## src/rtl/pipeline_spi_pkg.sv

```systemverilog
// Shared definitions for the SPI master and the pipeline_spi_control slave.
// Opcodes, payload packing, FSM state encoding and length clamping.
package pipeline_spi_pkg;

    localparam logic [7:0] OP_OVERLAY  = 8'h01;
    localparam logic [7:0] OP_SCALE    = 8'h02;
    localparam logic [7:0] OP_OFFSET_X = 8'h03;
    localparam logic [7:0] OP_OFFSET_Y = 8'h04;
    localparam logic [7:0] OP_CLIP_L   = 8'h05;
    localparam logic [7:0] OP_CLIP_R   = 8'h06;
    localparam logic [7:0] OP_CLIP_T   = 8'h07;
    localparam logic [7:0] OP_CLIP_B   = 8'h08;

    localparam int PAYLOAD_W = 16;

    typedef enum logic [2:0] {
        ST_IDLE,
        ST_SETUP,
        ST_SHIFT,
        ST_HOLD,
        ST_GAP
    } spi_state_t;

    // Payload is 16 bits, right-justified; offsets are two's complement.
    function automatic logic [PAYLOAD_W-1:0] pack_payload(input int value);
        return PAYLOAD_W'(value);
    endfunction

    function automatic int clamp_len(input int len, input int max_len);
        return (len > max_len) ? max_len : len;
    endfunction

endpackage

```

## src/rtl/pipeline_spi_master_clkgen.sv

```systemverilog
// sclk timing for the SPI master: counts half-periods while enabled and
// strobes the cycle before sclk rises, and the last high cycle (fall/sample).
module pipeline_spi_master_clkgen #(
    parameter int CLK_DIV = 4
) (
    input  logic clk,
    input  logic rst_n,
    input  logic en,
    output logic rise,
    output logic fall,
    output logic sample
);

    localparam int DW = (CLK_DIV > 1) ? $clog2(CLK_DIV) : 1;

    logic [DW-1:0] cnt;
    logic          phase;
    logic          last;

    assign last   = en && (cnt == DW'(CLK_DIV - 1));
    assign rise   = last && !phase;
    assign fall   = last && phase;
    assign sample = fall;

    // Half-period counter; phase 0 = sclk low, phase 1 = sclk high.
    always_ff @(posedge clk or negedge rst_n) begin
        if (!rst_n) begin
            cnt   <= '0;
            phase <= 1'b0;
        end else if (!en) begin
            cnt   <= '0;
            phase <= 1'b0;
        end else if (last) begin
            cnt   <= '0;
            phase <= ~phase;
        end else begin
            cnt <= cnt + 1'b1;
        end
    end

endmodule

```

## src/rtl/pipeline_spi_master.sv

```systemverilog
// SPI mode-0 master: one command per SS frame, MSB first, MISO bits
// returned right-justified as a response word.
module pipeline_spi_master
    import pipeline_spi_pkg::*;
#(
    parameter int CLK_DIV   = 4,
    parameter int MAX_BYTES = 3,
    parameter int SS_SETUP  = 2,
    parameter int SS_HOLD   = 2,
    parameter int GAP       = 4
) (
    input  logic                           clk,
    input  logic                           rst_n,
    input  logic                           cmd_valid,
    output logic                           cmd_ready,
    input  logic [MAX_BYTES*8-1:0]         cmd_data,
    input  logic [$clog2(MAX_BYTES+1)-1:0] cmd_len,
    output logic                           rsp_valid,
    output logic [MAX_BYTES*8-1:0]         rsp_data,
    output logic                           busy,
    output logic                           hw_spi_clk,
    output logic                           hw_spi_ss,
    output logic                           hw_spi_mosi,
    input  logic                           hw_spi_miso
);

    localparam int DW   = MAX_BYTES * 8;
    localparam int BW   = $clog2(MAX_BYTES * 8 + 1);
    localparam int TMAX = (SS_SETUP > SS_HOLD)
                        ? ((SS_SETUP > GAP) ? SS_SETUP : GAP)
                        : ((SS_HOLD > GAP) ? SS_HOLD : GAP);
    localparam int TW   = $clog2(TMAX + 1);

    spi_state_t    state;
    logic [DW-1:0] tx_sr;
    logic [DW-1:0] rx_sr;
    logic [BW-1:0] bit_cnt;
    logic [BW-1:0] len_bits;
    logic [TW-1:0] tmr;
    logic          miso_s1;
    logic          miso_s2;
    logic          shift_en;
    logic          sck_rise;
    logic          sck_fall;
    logic          sck_sample;

    assign cmd_ready = (state == ST_IDLE);
    assign shift_en  = (state == ST_SHIFT);
    assign len_bits  = BW'(clamp_len(int'(cmd_len), MAX_BYTES) * 8);

    pipeline_spi_master_clkgen #(
        .CLK_DIV(CLK_DIV)
    ) u_clkgen (
        .clk   (clk),
        .rst_n (rst_n),
        .en    (shift_en),
        .rise  (sck_rise),
        .fall  (sck_fall),
        .sample(sck_sample)
    );

    // Two-flop synchronizer for the asynchronous MISO line.
    always_ff @(posedge clk or negedge rst_n) begin
        if (!rst_n) begin
            miso_s1 <= 1'b0;
            miso_s2 <= 1'b0;
        end else begin
            miso_s1 <= hw_spi_miso;
            miso_s2 <= miso_s1;
        end
    end

    // Frame sequencer with registered SPI pins and response.
    always_ff @(posedge clk or negedge rst_n) begin
        if (!rst_n) begin
            state       <= ST_IDLE;
            hw_spi_ss   <= 1'b1;
            hw_spi_clk  <= 1'b0;
            hw_spi_mosi <= 1'b0;
            rsp_valid   <= 1'b0;
            rsp_data    <= '0;
            busy        <= 1'b0;
            tx_sr       <= '0;
            rx_sr       <= '0;
            bit_cnt     <= '0;
            tmr         <= '0;
        end else begin
            rsp_valid <= 1'b0;
            unique case (state)
                ST_IDLE: begin
                    if (cmd_valid) begin
                        busy    <= 1'b1;
                        tx_sr   <= cmd_data << 1;
                        rx_sr   <= '0;
                        bit_cnt <= len_bits;
                        if (len_bits == '0) begin
                            state <= ST_GAP;
                            tmr   <= '0;
                        end else begin
                            state       <= ST_SETUP;
                            tmr         <= TW'(SS_SETUP - 1);
                            hw_spi_ss   <= 1'b0;
                            hw_spi_mosi <= cmd_data[DW-1];
                        end
                    end
                end
                ST_SETUP: begin
                    if (tmr == '0) begin
                        state <= ST_SHIFT;
                    end else begin
                        tmr <= tmr - 1'b1;
                    end
                end
                ST_SHIFT: begin
                    if (sck_sample) begin
                        rx_sr <= {rx_sr[DW-2:0], miso_s2};
                    end
                    if (sck_rise) begin
                        hw_spi_clk <= 1'b1;
                    end
                    if (sck_fall) begin
                        hw_spi_clk <= 1'b0;
                        if (bit_cnt == BW'(1)) begin
                            state   <= ST_HOLD;
                            tmr     <= TW'(SS_HOLD - 1);
                            bit_cnt <= '0;
                        end else begin
                            bit_cnt     <= bit_cnt - 1'b1;
                            tx_sr       <= tx_sr << 1;
                            hw_spi_mosi <= tx_sr[DW-1];
                        end
                    end
                end
                ST_HOLD: begin
                    if (tmr == '0) begin
                        state       <= ST_GAP;
                        tmr         <= TW'(GAP - 1);
                        hw_spi_ss   <= 1'b1;
                        hw_spi_mosi <= 1'b0;
                        rsp_valid   <= 1'b1;
                        rsp_data    <= rx_sr;
                    end else begin
                        tmr <= tmr - 1'b1;
                    end
                end
                ST_GAP: begin
                    if (tmr == '0) begin
                        state <= ST_IDLE;
                        busy  <= 1'b0;
                    end else begin
                        tmr <= tmr - 1'b1;
                    end
                end
                default: state <= ST_IDLE;
            endcase
        end
    end

endmodule

```

## config.mk

```make
export PLATFORM = sky130hd
export DESIGN_NAME = pipeline_spi_master
export DESIGN_NICKNAME = d
export VERILOG_FILES = /design/src/rtl/pipeline_spi_pkg.sv /design/src/rtl/pipeline_spi_master_clkgen.sv /design/src/rtl/pipeline_spi_master.sv
export SDC_FILE = /design/constraint.sdc
export NUM_CORES = 1
export LEC_CHECK = 0
export BUFFER_PORTS_ARGS = -buffer_cell sky130_fd_sc_hd__clkbuf_2
export CAP_MARGIN = 20
export CORE_MARGIN = 4
export CORE_UTILIZATION = 55
export DETAILED_ROUTE_END_ITERATION = 10
export PLACE_DENSITY = 0.77
export SLEW_MARGIN = 20
export SYNTH_ARGS = -nofsm -noshare
export SYNTH_HDL_FRONTEND = slang
export SYNTH_SLANG_ARGS = --single-unit
```

## constraint.sdc

```tcl
create_clock -name clk -period 2.4 [get_ports clk]
set_input_delay 0.72 -clock clk [delete_from_list [all_inputs] [get_ports clk]]
set_output_delay 0.72 -clock clk [all_outputs]
set_load 0.02 [all_outputs]
```

==> summary.md <==
| Metric | Value |
|---|---|
| Mapped Avg Cell Area | 9.86 sq um |
| Critical R2R Launch | bit_cnt[1] |
| Via count | about 3000 |
| Antenna viol nets, final | 0 |
| Post-Route WL | 7640 um |
| Post-Syn Area | around 4000 sq um |
| Setup violators final | 0 |
| Grt ovf | 0 |
| Die span in y | 93.1 um |
| Timing-limited maximum frequency | 0.448 GHz |
| Tmin final | between 2 and 2.5 ns |
| Setup_tns | 0 ns |
| GRT Util Overall | 19.4% |
| Port bufs | 59 |
| Internal | 2390 uW |
| Vias in the first global route | 2968 |
| DRC violations left | 0 |
| Largest net degree at the start of global routing | 93 |
| Max-cap check violation count | 0 |
| DIE AREA | between 8000 and 9000 sq um |
| Synth warn | 0 |
| Pleak | 0.00239 uW |
| Combinational share of power | 2.2% |
| Synth Instances | 404 |
| Setup Buffers After CTS | 0 |
| Syn_nets | ~440 |
| Switch Pwr | 604 uW |
| Dpl cell area | 4420 sq um |
| Die width | just over 90 um |
| CP startpoint kind | flip-flop |
| PwrDens | between 600 and 700 nW/um^2 |
| Setup CP Type | flip-flop to output pin |
| Switching part of the total | 20.2% |
| Post-CTS Resized | 0 |
| Sequential area share after synthesis | 57.8% |
| Status | finished clean |
| Crit share post-route | ~93% |
| Wire per inst | 13.6 um |
| # rows | 30 |
| Most common cell after layout, fill and taps aside | nand2_1 |
| Max Slew Vio Count | 0 |
| CP Cell Sequence | nor3_1, clkbuf_2 |
| CTS tree | done |
| Worst-Margin Slew | 0.547 ns |
| Part of the power in the clock network | 45.7% |
| I/O pins | 60 |
| Critical path endpoint category | output pin |
| First-pass GRT wire length | 13300 um |
| Clock transition at the registers of the reported paths | 0.09 ns |
| Ys async rst share | 100% |
| Reg2Reg Capture Point | tmr[0] |
| Post-synth EDFFs | 0 |
| Seq cells post-synth | 92 |
| ANT cells | 0 |
| Root Driver | clkbuf_8 |
| TritonCTS Buffers | 9 |
| Clock Skew | 0.0119 ns |
| Max VDD drop | 0.000350 V |
| Fin area | 4680 sq um |
| HP Class | primary input to async pin |
| Worst skew pair latency | 0.36 ns |
| CP max FO | 15 |
| Clk sinks | 92 |
| Core ar. | approximately 6900 sq um |
| Crit path largest cell delay | 0.59 ns |
| Relative slew slack | 63.5% |
| Vias/cell | between 5 and 6 |
| Antenna violations before repair | 0 |
| Critical-path top delay cell | dfrtp_1 |
| Clk buf depth | 2 |
| Seq pwr share | a little over half |
| Synthesis-to-finish area growth | 17.6% |
| GP Congestion | 0.848 |
| Fin nets | 494 |
| Share of cells above drive strength 1 | 24.8% |
| Ys flop type | dfrtp_1 |
| Critical path arrival | approximately 1.5 ns |
| # hold bufs at CTS | 0 |
| Starting Density | between 50% and 60% |
| PnR Total Power | approximately 3000 uW |
| Commonest cells after routing, fill and taps aside | nand2_1 (108), dfrtp_1 (91), clkbuf_2 (58) |
| Fin. Hold Viols | 0 |
| DR iter-0 viols | 191 |
| Synth unique cells | approximately 40 |
| H-tree depth | 3 |
| R2R depth | 7 |
| Data required time of the worst path | between 1.5 and 2 ns |
| TritonRoute pass-1 iters | 4 |
| R2r setup slk | 0.32 ns |
| Setup repair after global routing missed its margin | false |
| DPL Wire Length | roughly 5000 um |
==> layout make-up <==
cell class	instances	area, sq um
flip-flops and latches	92	2300
fillers	557	2220
multi-input cells	282	1570
repair buffers	67	395
clock inverters	7	145
clock buffers	9	124
well taps	96	120
inverters	7	26.3
==> stage by stage <==
| stage | cells | utilization, % | hold slack (ns) | setup slack (ns) |
|---|---|---|---|---|
| after floorplan | 404 | - | 0.331 | 0.391 |
| after global placement | 544 | 63.9 | 0.335 | 0.403 |
| after detailed placement | 544 | 63.9 | 0.343 | 0.343 |
| after CTS | 560 | 67.8 | 0.365 | 0.151 |
| after global routing | 560 | 67.8 | 0.387 | 0.0787 |
| final | 560 | 67.8 | 0.356 | 0.169 |
==> power by group through the flow <==
stage	Clock (uW)	Combinational, uW	Sequential (uW)
global placement	0	66.8	1590
finish	1370	65.3	1560
detailed placement	0	68.1	1590
floorplan	0	8.00	1590
global route	1460	76.2	1560
CTS	1390	68.3	1560
==> synth_stat cells, types with 2 or more instances <==
| master | n | area (sq um) |
|---|---|---|
| a21oi_1 | 7 | 35.0 |
| nand2b_1 | 4 | 25.0 |
| nand2_1 | 108 | 405 |
| and2_1 | 2 | 12.5 |
| inv_1 | 7 | 26.3 |
| nor3_1 | 6 | 30.0 |
| o21ai_0 | 17 | 85.1 |
| ha_1 | 5 | 62.6 |
| mux2_2 | 24 | 270 |
| a32oi_1 | 2 | 17.5 |
| a31oi_1 | 23 | 144 |
| nand3_1 | 27 | 135 |
| nor2b_1 | 2 | 12.5 |
| clkbuf_1 | 16 | 60.1 |
| dfrtp_1 | 91 | 2280 |
| a21o_1 | 2 | 15.0 |
| nor2_1 | 32 | 120 |
| buf_2 | 6 | 30.0 |
==> layer usage <==
| metal | vias to the layer above | routed length [um] | GRT usage [%] |
|---|---|---|---|
| met5 | - | 0 | 0 |
| met2 | 66 | 3790 | 31.1 |
| li1 | 1487 | - | - |
| met4 | 0 | 67 | 7.81 |
| met3 | 9 | 342 | 4.59 |
| met1 | 1469 | 3440 | 25.5 |
==> cells by family (layout without fill, tap and decap cells) <==
| kind of cell | after synthesis | after routing | share of synthesized area [%] |
|---|---|---|---|
| and+or+nand+nor | 191 | 191 | 20.9 |
| DFF | 92 | 92 | 57.8 |
| AOI/OAI and AO/OA | 59 | 59 | 9.23 |
| buffers and inverters | 30 | 90 | 3.02 |
| muxes | 25 | 25 | 7.04 |
| adders and majority gates | 5 | 5 | 1.57 |
| xor gates and xnor gates | 2 | 2 | 0.440 |
==> how the worst max path moves through the flow <==
stage          startpoint      endpoint  slack, ns
2_1_floorplan      tmr[0]  rsp_data[10]       0.39
3_3_place_gp   bit_cnt[1]        tmr[0]       0.40
3_5_place_dp   bit_cnt[1]        tmr[0]       0.34
4_1_cts          state[2]     cmd_ready       0.15
5_1_grt          state[2]     cmd_ready       0.08
6_report         state[2]     cmd_ready       0.17
==> state kept, by name, indices dropped and copies added (netlist names), 2 cells and up <==
register / count
tmr: 3
state: 3
rx_sr: 24
u_clkgen.cnt: 2
rsp_data: 24
bit_cnt: 5
tx_sr: 23
==> worst max-delay path: cells and delay by family, from the launching register on <==
kind,cells,cell delay (ns)
AND/OR/NAND/NOR,1,0.35
flip-flops,1,0.59
buffers and inverters,1,0.22
Note: power is estimated with default switching activity, not from simulation.
